==> config.mk <==
export PLATFORM = sky130hd
export DESIGN_NAME = seq_match_det_flat
export DESIGN_NICKNAME = d
export VERILOG_FILES = /design/src/rtl/seq_match_pkg.sv /design/src/rtl/seq_match_if.sv /design/src/rtl/seq_match_det_word_cmp.sv /design/src/rtl/seq_match_det.sv /design/src/flat_wrapper.sv
export SDC_FILE = /design/constraint.sdc
export NUM_CORES = 1
export LEC_CHECK = 0
export CAP_MARGIN = 0
export CORE_MARGIN = 1
export CORE_UTILIZATION = 24
export CTS_CLUSTER_DIAMETER = 80
export DETAILED_ROUTE_END_ITERATION = 7
export SYNTH_ARGS = -nofsm -noshare
export SYNTH_HDL_FRONTEND = slang
export SYNTH_SLANG_ARGS = --single-unit
==> constraint.sdc <==
create_clock -name clk -period 4.1 [get_ports clk]
set_input_delay 0.82 -clock clk [delete_from_list [all_inputs] [get_ports clk]]
set_output_delay 0.82 -clock clk [all_outputs]
set_load 0.005 [all_outputs]
==> src/rtl/seq_match_pkg.sv <==
// Shared types and sizing helpers for the stream pattern detector.
package seq_match_pkg;

  typedef enum logic {
    FILLING = 1'b0,
    ARMED   = 1'b1
  } state_t;

  localparam int DEF_DEPTH = 4;

  // Slot index width; a single-slot pattern still needs a 1-bit index port.
  function automatic int idx_w(input int depth);
    return (depth > 1) ? $clog2(depth) : 1;
  endfunction

  // Fill counter must represent 0..depth inclusive.
  function automatic int fill_w(input int depth);
    return (depth > 1) ? $clog2(depth + 1) : 1;
  endfunction

  localparam int IDX_W = idx_w(DEF_DEPTH);

endpackage

==> src/rtl/seq_match_if.sv <==
// Stream, configuration and status bundle between a stream source and the detector.
interface seq_match_if
  import seq_match_pkg::*;
#(
  parameter int WIDTH = 8,
  parameter int DEPTH = 4,
  parameter int CNT_W = 8
);
  localparam int IW = idx_w(DEPTH);

  logic             clear;
  logic             cfg_we;
  logic [IW-1:0]    cfg_idx;
  logic [WIDTH-1:0] cfg_pattern;
  logic [WIDTH-1:0] cfg_mask;
  logic             in_valid;
  logic [WIDTH-1:0] in_data;
  logic             match;
  logic [CNT_W-1:0] match_count;
  logic             armed;

  modport master (
    output clear, cfg_we, cfg_idx, cfg_pattern, cfg_mask, in_valid, in_data,
    input  match, match_count, armed
  );

  modport slave (
    input  clear, cfg_we, cfg_idx, cfg_pattern, cfg_mask, in_valid, in_data,
    output match, match_count, armed
  );
endinterface

==> src/rtl/seq_match_det_word_cmp.sv <==
// Masked single-word equality: a mask bit of 0 makes that bit a don't-care.
module word_cmp_masked #(
  parameter int WIDTH = 8
) (
  input  logic [WIDTH-1:0] a,
  input  logic [WIDTH-1:0] b,
  input  logic [WIDTH-1:0] mask,
  output logic             eq
);
  assign eq = (((a ^ b) & mask) == '0);
endmodule

==> src/rtl/seq_match_det.sv <==
// Sliding-window masked pattern detector: registered 1-cycle match pulse one cycle
// after the completing word, saturating match count; no backpressure (in_valid only).
module seq_match_det
  import seq_match_pkg::*;
#(
  parameter int WIDTH   = 8,
  parameter int DEPTH   = 4,
  parameter int CNT_W   = 8,
  parameter int OVERLAP = 1
) (
  input  logic      clk,
  input  logic      reset,
  seq_match_if.slave bus
);
  localparam int                FILL_W  = fill_w(DEPTH);
  localparam logic [FILL_W-1:0] FULL    = FILL_W'(DEPTH);
  localparam logic [CNT_W-1:0]  CNT_MAX = {CNT_W{1'b1}};

  logic [WIDTH-1:0]  win     [DEPTH];
  logic [WIDTH-1:0]  win_nxt [DEPTH];
  logic [WIDTH-1:0]  pat     [DEPTH];
  logic [WIDTH-1:0]  msk     [DEPTH];
  logic [DEPTH-1:0]  eq;
  logic [FILL_W-1:0] fill;
  logic [FILL_W-1:0] fill_nxt;
  logic              hit;
  logic              match_q;
  logic [CNT_W-1:0]  cnt_q;
  state_t            state;

  // Compare against the post-shift window so the completing word itself is judged.
  always_comb begin
    for (int k = 0; k < DEPTH - 1; k++) begin
      win_nxt[k] = win[k+1];
    end
    win_nxt[DEPTH-1] = bus.in_data;
  end

  assign fill_nxt = (fill == FULL) ? fill : fill + 1'b1;

  for (genvar k = 0; k < DEPTH; k++) begin : g_cmp
    word_cmp_masked #(.WIDTH(WIDTH)) u_cmp (
      .a    (win_nxt[k]),
      .b    (pat[k]),
      .mask (msk[k]),
      .eq   (eq[k])
    );
  end

  assign hit = bus.in_valid && (&eq) && (fill_nxt == FULL);

  always_ff @(posedge clk) begin
    if (reset) begin
      for (int k = 0; k < DEPTH; k++) begin
        win[k] <= '0;
        pat[k] <= '0;
        msk[k] <= '1;
      end
      fill    <= '0;
      state   <= FILLING;
      match_q <= 1'b0;
      cnt_q   <= '0;
    end else begin
      match_q <= 1'b0;
      // Pattern updates land at the edge, so a same-cycle word still sees the old slot.
      if (bus.cfg_we && (int'(bus.cfg_idx) < DEPTH)) begin
        pat[bus.cfg_idx] <= bus.cfg_pattern;
        msk[bus.cfg_idx] <= bus.cfg_mask;
      end
      if (bus.clear) begin
        fill  <= '0;
        state <= FILLING;
        cnt_q <= '0;
      end else if (bus.in_valid) begin
        win <= win_nxt;
        if (hit) begin
          match_q <= 1'b1;
          if (cnt_q != CNT_MAX) cnt_q <= cnt_q + 1'b1;
        end
        // Non-overlapping mode restarts the fill so the next match needs DEPTH fresh words.
        if (hit && (OVERLAP == 0)) begin
          fill  <= '0;
          state <= FILLING;
        end else begin
          fill  <= fill_nxt;
          state <= (fill_nxt == FULL) ? ARMED : FILLING;
        end
      end
    end
  end

  assign bus.match       = match_q;
  assign bus.match_count = cnt_q;
  assign bus.armed       = (state == ARMED);

endmodule

==> src/flat_wrapper.sv <==
// flat-port wrapper written by rule: the top's interface ports become plain ports
module seq_match_det_flat import seq_match_pkg::*;
#(
  parameter int WIDTH   = 8,
  parameter int DEPTH   = 4,
  parameter int CNT_W   = 8,
  parameter int OVERLAP = 1
)
  (clk, reset, bus_clear, bus_cfg_we, bus_cfg_idx, bus_cfg_pattern, bus_cfg_mask, bus_in_valid, bus_in_data, bus_match, bus_match_count, bus_armed);
  seq_match_if #(.WIDTH(WIDTH), .DEPTH(DEPTH), .CNT_W(CNT_W)) bus_i ();
  input  logic clk;
  input  logic reset;
  input wire logic [$bits(bus_i.clear)-1:0] bus_clear;
  input wire logic [$bits(bus_i.cfg_we)-1:0] bus_cfg_we;
  input wire logic [$bits(bus_i.cfg_idx)-1:0] bus_cfg_idx;
  input wire logic [$bits(bus_i.cfg_pattern)-1:0] bus_cfg_pattern;
  input wire logic [$bits(bus_i.cfg_mask)-1:0] bus_cfg_mask;
  input wire logic [$bits(bus_i.in_valid)-1:0] bus_in_valid;
  input wire logic [$bits(bus_i.in_data)-1:0] bus_in_data;
  output wire logic [$bits(bus_i.match)-1:0] bus_match;
  output wire logic [$bits(bus_i.match_count)-1:0] bus_match_count;
  output wire logic [$bits(bus_i.armed)-1:0] bus_armed;
  assign bus_i.clear = bus_clear;
  assign bus_i.cfg_we = bus_cfg_we;
  assign bus_i.cfg_idx = bus_cfg_idx;
  assign bus_i.cfg_pattern = bus_cfg_pattern;
  assign bus_i.cfg_mask = bus_cfg_mask;
  assign bus_i.in_valid = bus_in_valid;
  assign bus_i.in_data = bus_in_data;
  assign bus_match = bus_i.match;
  assign bus_match_count = bus_i.match_count;
  assign bus_armed = bus_i.armed;
  seq_match_det #(.WIDTH(WIDTH), .DEPTH(DEPTH), .CNT_W(CNT_W), .OVERLAP(OVERLAP)) u_core (.clk(clk), .reset(reset), .bus(bus_i));
endmodule
# == Yosys cells after proc, flatten, opt, wreduce, memory -nomap -nowiden ==
# Memory sizes are Yosys's and may differ from the RTL's.
# Index checks and enable logic that the tools add are counted.
# totals
elab_cells,51
n_memories,2
input_bits,31
register_bits,37
ramBits,64
# mem_list
memory,depth,word_bits,rd,rd_clocked_by_memory_dff,write_ports,line_no,text
u_core.msk,4,8,4,0,4,seq_match_det.sv:22,logic [WIDTH-1:0] msk [DEPTH];
u_core.pat,4,8,4,0,4,seq_match_det.sv:21,logic [WIDTH-1:0] pat [DEPTH];
# op_classes
muxes,14
reduce_logical,13
add_sub_neg,2
bitwise,10
n_eq_ne,3
# op_table
cell,count
bitwise AND 8 bit,4
logical NOT 8 bit,4
bitwise XOR 8 bit,4
two-way mux 8 bit,2
OR reduction 8 bit,2
two-way mux 1 bit,9
"adder 8 x 1 -> 8 bit, second input constant",1
"!= test 8 bit, second input constant",1
"equality test 3 bit, second input constant",2
two-way mux 2 bit,2
AND reduction 4 bit,1
"adder 3 x 1 -> 3 bit, second input constant",1
two-way mux 3 bit,1
AND reduction 3 bit,1
OR reduction 3 bit,1
logical AND 1 bit,2
NOT 1 bit,2
AND reduction 2 bit,1
OR reduction 2 bit,1

# == Logic depth before layout (Yosys ltp) ==
# logic_depth
word_depth,7
mapped_depth,8
mapped_depth_nobuf,8

# == Hierarchy ==
# Synthesis repeated with hierarchy kept, for this count alone.
# hier_totals
cells_unflattened,377
area_unflattened_um2,4376.7
# modules_own_cells
mod,area_each_um2,cells_per_inst,instances
seq_match_det,3941.3,325,1
word_cmp_masked,108.9,13,4

# == Worst setup path after synthesis ==
# OpenSTA, ideal clock, no wires.
# synth_path
kind,input port to flip-flop
from,input reset
to,"memory u_core.msk[1][0], enable pin"
setup_time_ns,0.334
t_required_ns,3.766
arrival_ns,2.095
path_stages,5
slack_ns,1.671
path_buffers,2
path_cell_list,buf_2 -> nand2b_4 -> nor3b_1 -> clkbuf_1 -> or2_2
# synth_rtl
item,line_no,text
start: declaration,flat_wrapper.sv:12,input logic reset;
end: declaration,seq_match_det.sv:22,

==> flow_summary_export.csv <==
group,metric,value,unit
outcome,status,"finished clean",
cts,cts_buffers,9,
setup_path,path_buf_inv,2,
setup_path,end_kind,"flop",
die,core,18200,um^2
placed_design,post_dp_cell_area,5220,um^2
die,die_area,19400,um^2
placed_design,pre_cts_ws,1.33,ns
cts,clk_pin_slew_worst_paths,0.07,ns
die,ios,41,
cts,clk_latency,0.36,ns
placed_design,port_buffers,40,
yosys,synth_mux_area_frac,0.0132,
pwr,intPower,1650,uW
sta,max_freq,422,MHz
cts,cts_max_level,3,
placed_design,place_congestion,0.813,
die,die_w,139,um
yosys,synth_top_area_share,0.424,
cts,cts_hold_buf,0,
pwr,peakVddDrop,0.219,mV
pwr,comb_power_share,0.088,
yosys,synth_compound_area_frac,0.0878,
sta,finalSetupTns,0,ns
global_route,grt_max_degree,37,
cts,post_cts_buffers,0,
route,drt-pass1-iter-count,4,
route,drt.antenna.violating_nets,0,
sta,rsz0062_at_grt,"no",
route,drc,0,
yosys,syn_avg_cell_area,11.3,um^2
final_layout,syn2layout_area_growth,21.7,%
setup_path,crit_fanout,17,
final_layout,design_area,5520,um^2
yosys,yosysSeqAreaShare,0.587,
yosys,yosysWarnings,0,
die,fp-row-count,49,
sta,finalSetupViolCount,0,
pwr,p_leak,0.00195,uW
global_route,grt_pass1_wl,17.0,mm
route,wire_per_inst,15.8,um
route,vias_per_cell,4.53,
sta,setup_ws,1.73,ns
yosys,synth_cell_types,37,
pwr,p_switching,561,uW
route,vias,3066,
sta,fin_crit,2.37,ns
global_route,grt-ovfl-total,0,
yosys,synthesis.nets,434,
setup_path,crit_required,4.09,ns
setup_path,reg2regPathDepth,7,
final_layout,final_util,0.303,
sta,relSlewSlack,0.648,
sta,finalHoldViolCount,0,
setup_path,worst-setup-path-type,"input pin to flop",
pwr,p_seq_frac,0.526,
sta,skew,0.0120,ns
flow_run,drv_cap,0,
cts,cts_root_buf,"clkbuf_16",
yosys,netlist_instances,400,
pwr,p_clk_frac,0.386,
setup_path,cp_top_family,"buffers and inverters",
yosys,synthAdderAreaFrac,0.00828,
worst_hold_path,hp-class,"flop to flop",
setup_path,cp_slowest_cell,"clkdlybuf4s50_1",
setup_path,cp-start-kind,"input pin",
yosys,synth-simple-area-share,0.223,
pwr,p_sw_frac,0.254,
sta,maxSlewViolCount,0,
route,routed_wl,10.7,mm
pwr,power.density,401,nW/um^2
sta,post-route-period-util,0.578,
setup_path,worstPathCellList,"clkdlybuf4s50_1, nand2b_4, nor3b_1, buf_4, or2_2",
cts,cts.sinks,101,
cts,cts_tree,"built",
cts,cts.repair.resized,0,
yosys,synth_top_family_by_area,"simple AND/OR/NAND/NOR gates",
die,die_h,139,um
global_route,antenna_found_initial,0,
global_route,grt_pass1_vias,3180,
global_route,grt.total_usage,0.115,
final_layout,final_layout_size_suffix_gt1_frac,0.100,
yosys,synthXorXnorAreaFrac,0.0638,
setup_path,arrival,2.36,ns
yosys,synth.area.top_cells,"edfxtp_1 42%, dfxtp_1 16%, xor2_1 6.2%",
yosys,synth_area,4530,um^2
final_layout,fin_nets,477,
final_layout,insertedDiodeCount,0,
route,dr.first_iter.drc_count,155,
sta,tightestPinTransition,0.529,ns
cts,clock_path_buffers,2,
yosys,yosysTopAreaCell,"edfxtp_1",
setup_path,cpPeakStageDelay,0.55,ns
placed_design,dp_hpwl,7.47,mm
setup_path,crit_cells,5,
worst_hold_path,hold_depth,2,
die,start_util,0.249,
yosys,ys_ff_latch,101,
[stage by stage]
stage,hold WS (ns),cells,power (uW)
final,0.469,677,2210
after global routing,0.494,677,2290
after CTS,0.471,677,2230
after detailed placement,0.461,661,1380
after global placement,0.454,661,1380
after floorplan,0.448,400,1290
[logic make-up (layout without fill, tap and decap cells)]
group,after synthesis,after routing
AO/OA/AOI/OAI,58,58
XOR/XNOR,33,33
adder cells (fa/ha/maj),3,3
buffers and inverters,20,68
flip-flops,101,101
multiplexers,6,6
AND/OR/NAND/NOR,179,179
[power by group through the flow]
stage | Sequential (uW) | Clock, uW | Combinational (uW)
2_1_floorplan | 1180 | 0 | 110
3_3_place_gp | 1180 | 0 | 195
3_5_place_dp | 1190 | 0 | 197
4_1_cts | 1160 | 868 | 198
5_1_grt | 1170 | 911 | 212
6_report | 1160 | 854 | 194
[layout make-up]
class	instances	area, um^2
clock inverter	7	73.8
inverter	5	18.8
clock buffer	9	225
fill	1798	12700
tap	229	287
multi-input combinational	279	1800
sequential	101	2660
timing repair buffer	47	453
[worst min-delay path: cells and delay by family (launching register included)]
kind,cells,cell delay (ns)
flops,1,0.32
compound gates,1,0.05
simple gates,1,0.05
[synthesized netlist by cell type]
| library cell | count |
|---|---|
| edfxtp_1 | 64 |
| nand2_1 | 61 |
| dfxtp_1 | 37 |
| and2_1 | 32 |
| xor2_1 | 32 |
| a21oi_1 | 28 |
| nand2b_1 | 23 |
| a22oi_1 | 20 |
| clkbuf_1 | 14 |
| or2b_1 | 11 |
| nand4_1 | 10 |
| nor2_1 | 10 |
| mux2i_1 | 6 |
| inv_1 | 5 |
| nor3_1 | 5 |
| a22oi_2 | 4 |
| or2_2 | 4 |
| or3_1 | 4 |
| a31o_2 | 3 |
| ha_1 | 3 |
| nand3_1 | 3 |
| nor2b_1 | 3 |
| and3_1 | 2 |
| nor3_4 | 2 |
| nor3b_1 | 2 |
| a31oi_1 | 1 |
| and3_2 | 1 |
| and4b_1 | 1 |
| buf_2 | 1 |
| nand2b_4 | 1 |
| nand3_2 | 1 |
| nand4_2 | 1 |
| nand4_4 | 1 |
| nor3_2 | 1 |
| o21ai_2 | 1 |
| o32ai_2 | 1 |
| xnor2_1 | 1 |
[worst paths after layout]
kind / slack, ns / startpoint / to
setup / recovery: 1.73 / bus_cfg_we / u_core.pat[1][7]
hold reg to reg: 0.47 / u_core.win[20] / u_core.win[20]
hold / removal: 0.47 / u_core.win[20] / u_core.win[20]
setup reg to reg: 2.18 / u_core.fill[0] / u_core.bus.match_count[3]
[sequential cells by signal (all words and copies together) (netlist names)]
name                    count
u_core.fill                 3
u_core.bus.match_count      8
u_core.bus.match            1
u_core.bus.armed            1
u_core.win                 24
u_core.pat                 32
u_core.msk                 32
[cells in the final DEF (no fill, tap or decap), types with 2 or more instances in the layout]
cell type	count
buf_4	7
a21oi_1	28
nand2_1	61
inv_1	5
or2b_1	11
and3_1	2
nor3_1	5
and2_1	32
clkdlybuf4s50_1	40
dfxtp_1	37
inv_8	2
clkbuf_16	9
a31o_2	3
inv_6	2
a22oi_2	4
edfxtp_1	64
clkinv_4	2
xor2_1	32
or2_2	4
nor2b_1	2
nand3_1	3
nor2_1	10
a22oi_1	20
ha_1	3
or3_1	4
nand2b_1	23
nor3_4	2
nand4_1	10
mux2i_1	6
nor3b_1	2
[routing by layer]
layer  vias to the layer above  track usage  share of wire
met3                        20       0.0203          0.036
li1                       1494            -              -
met4                         0       0.0573          0.028
met2                        54        0.189           0.48
met5                         -            0              0
met1                      1498        0.146           0.45
(Power assumes the default switching activity.)
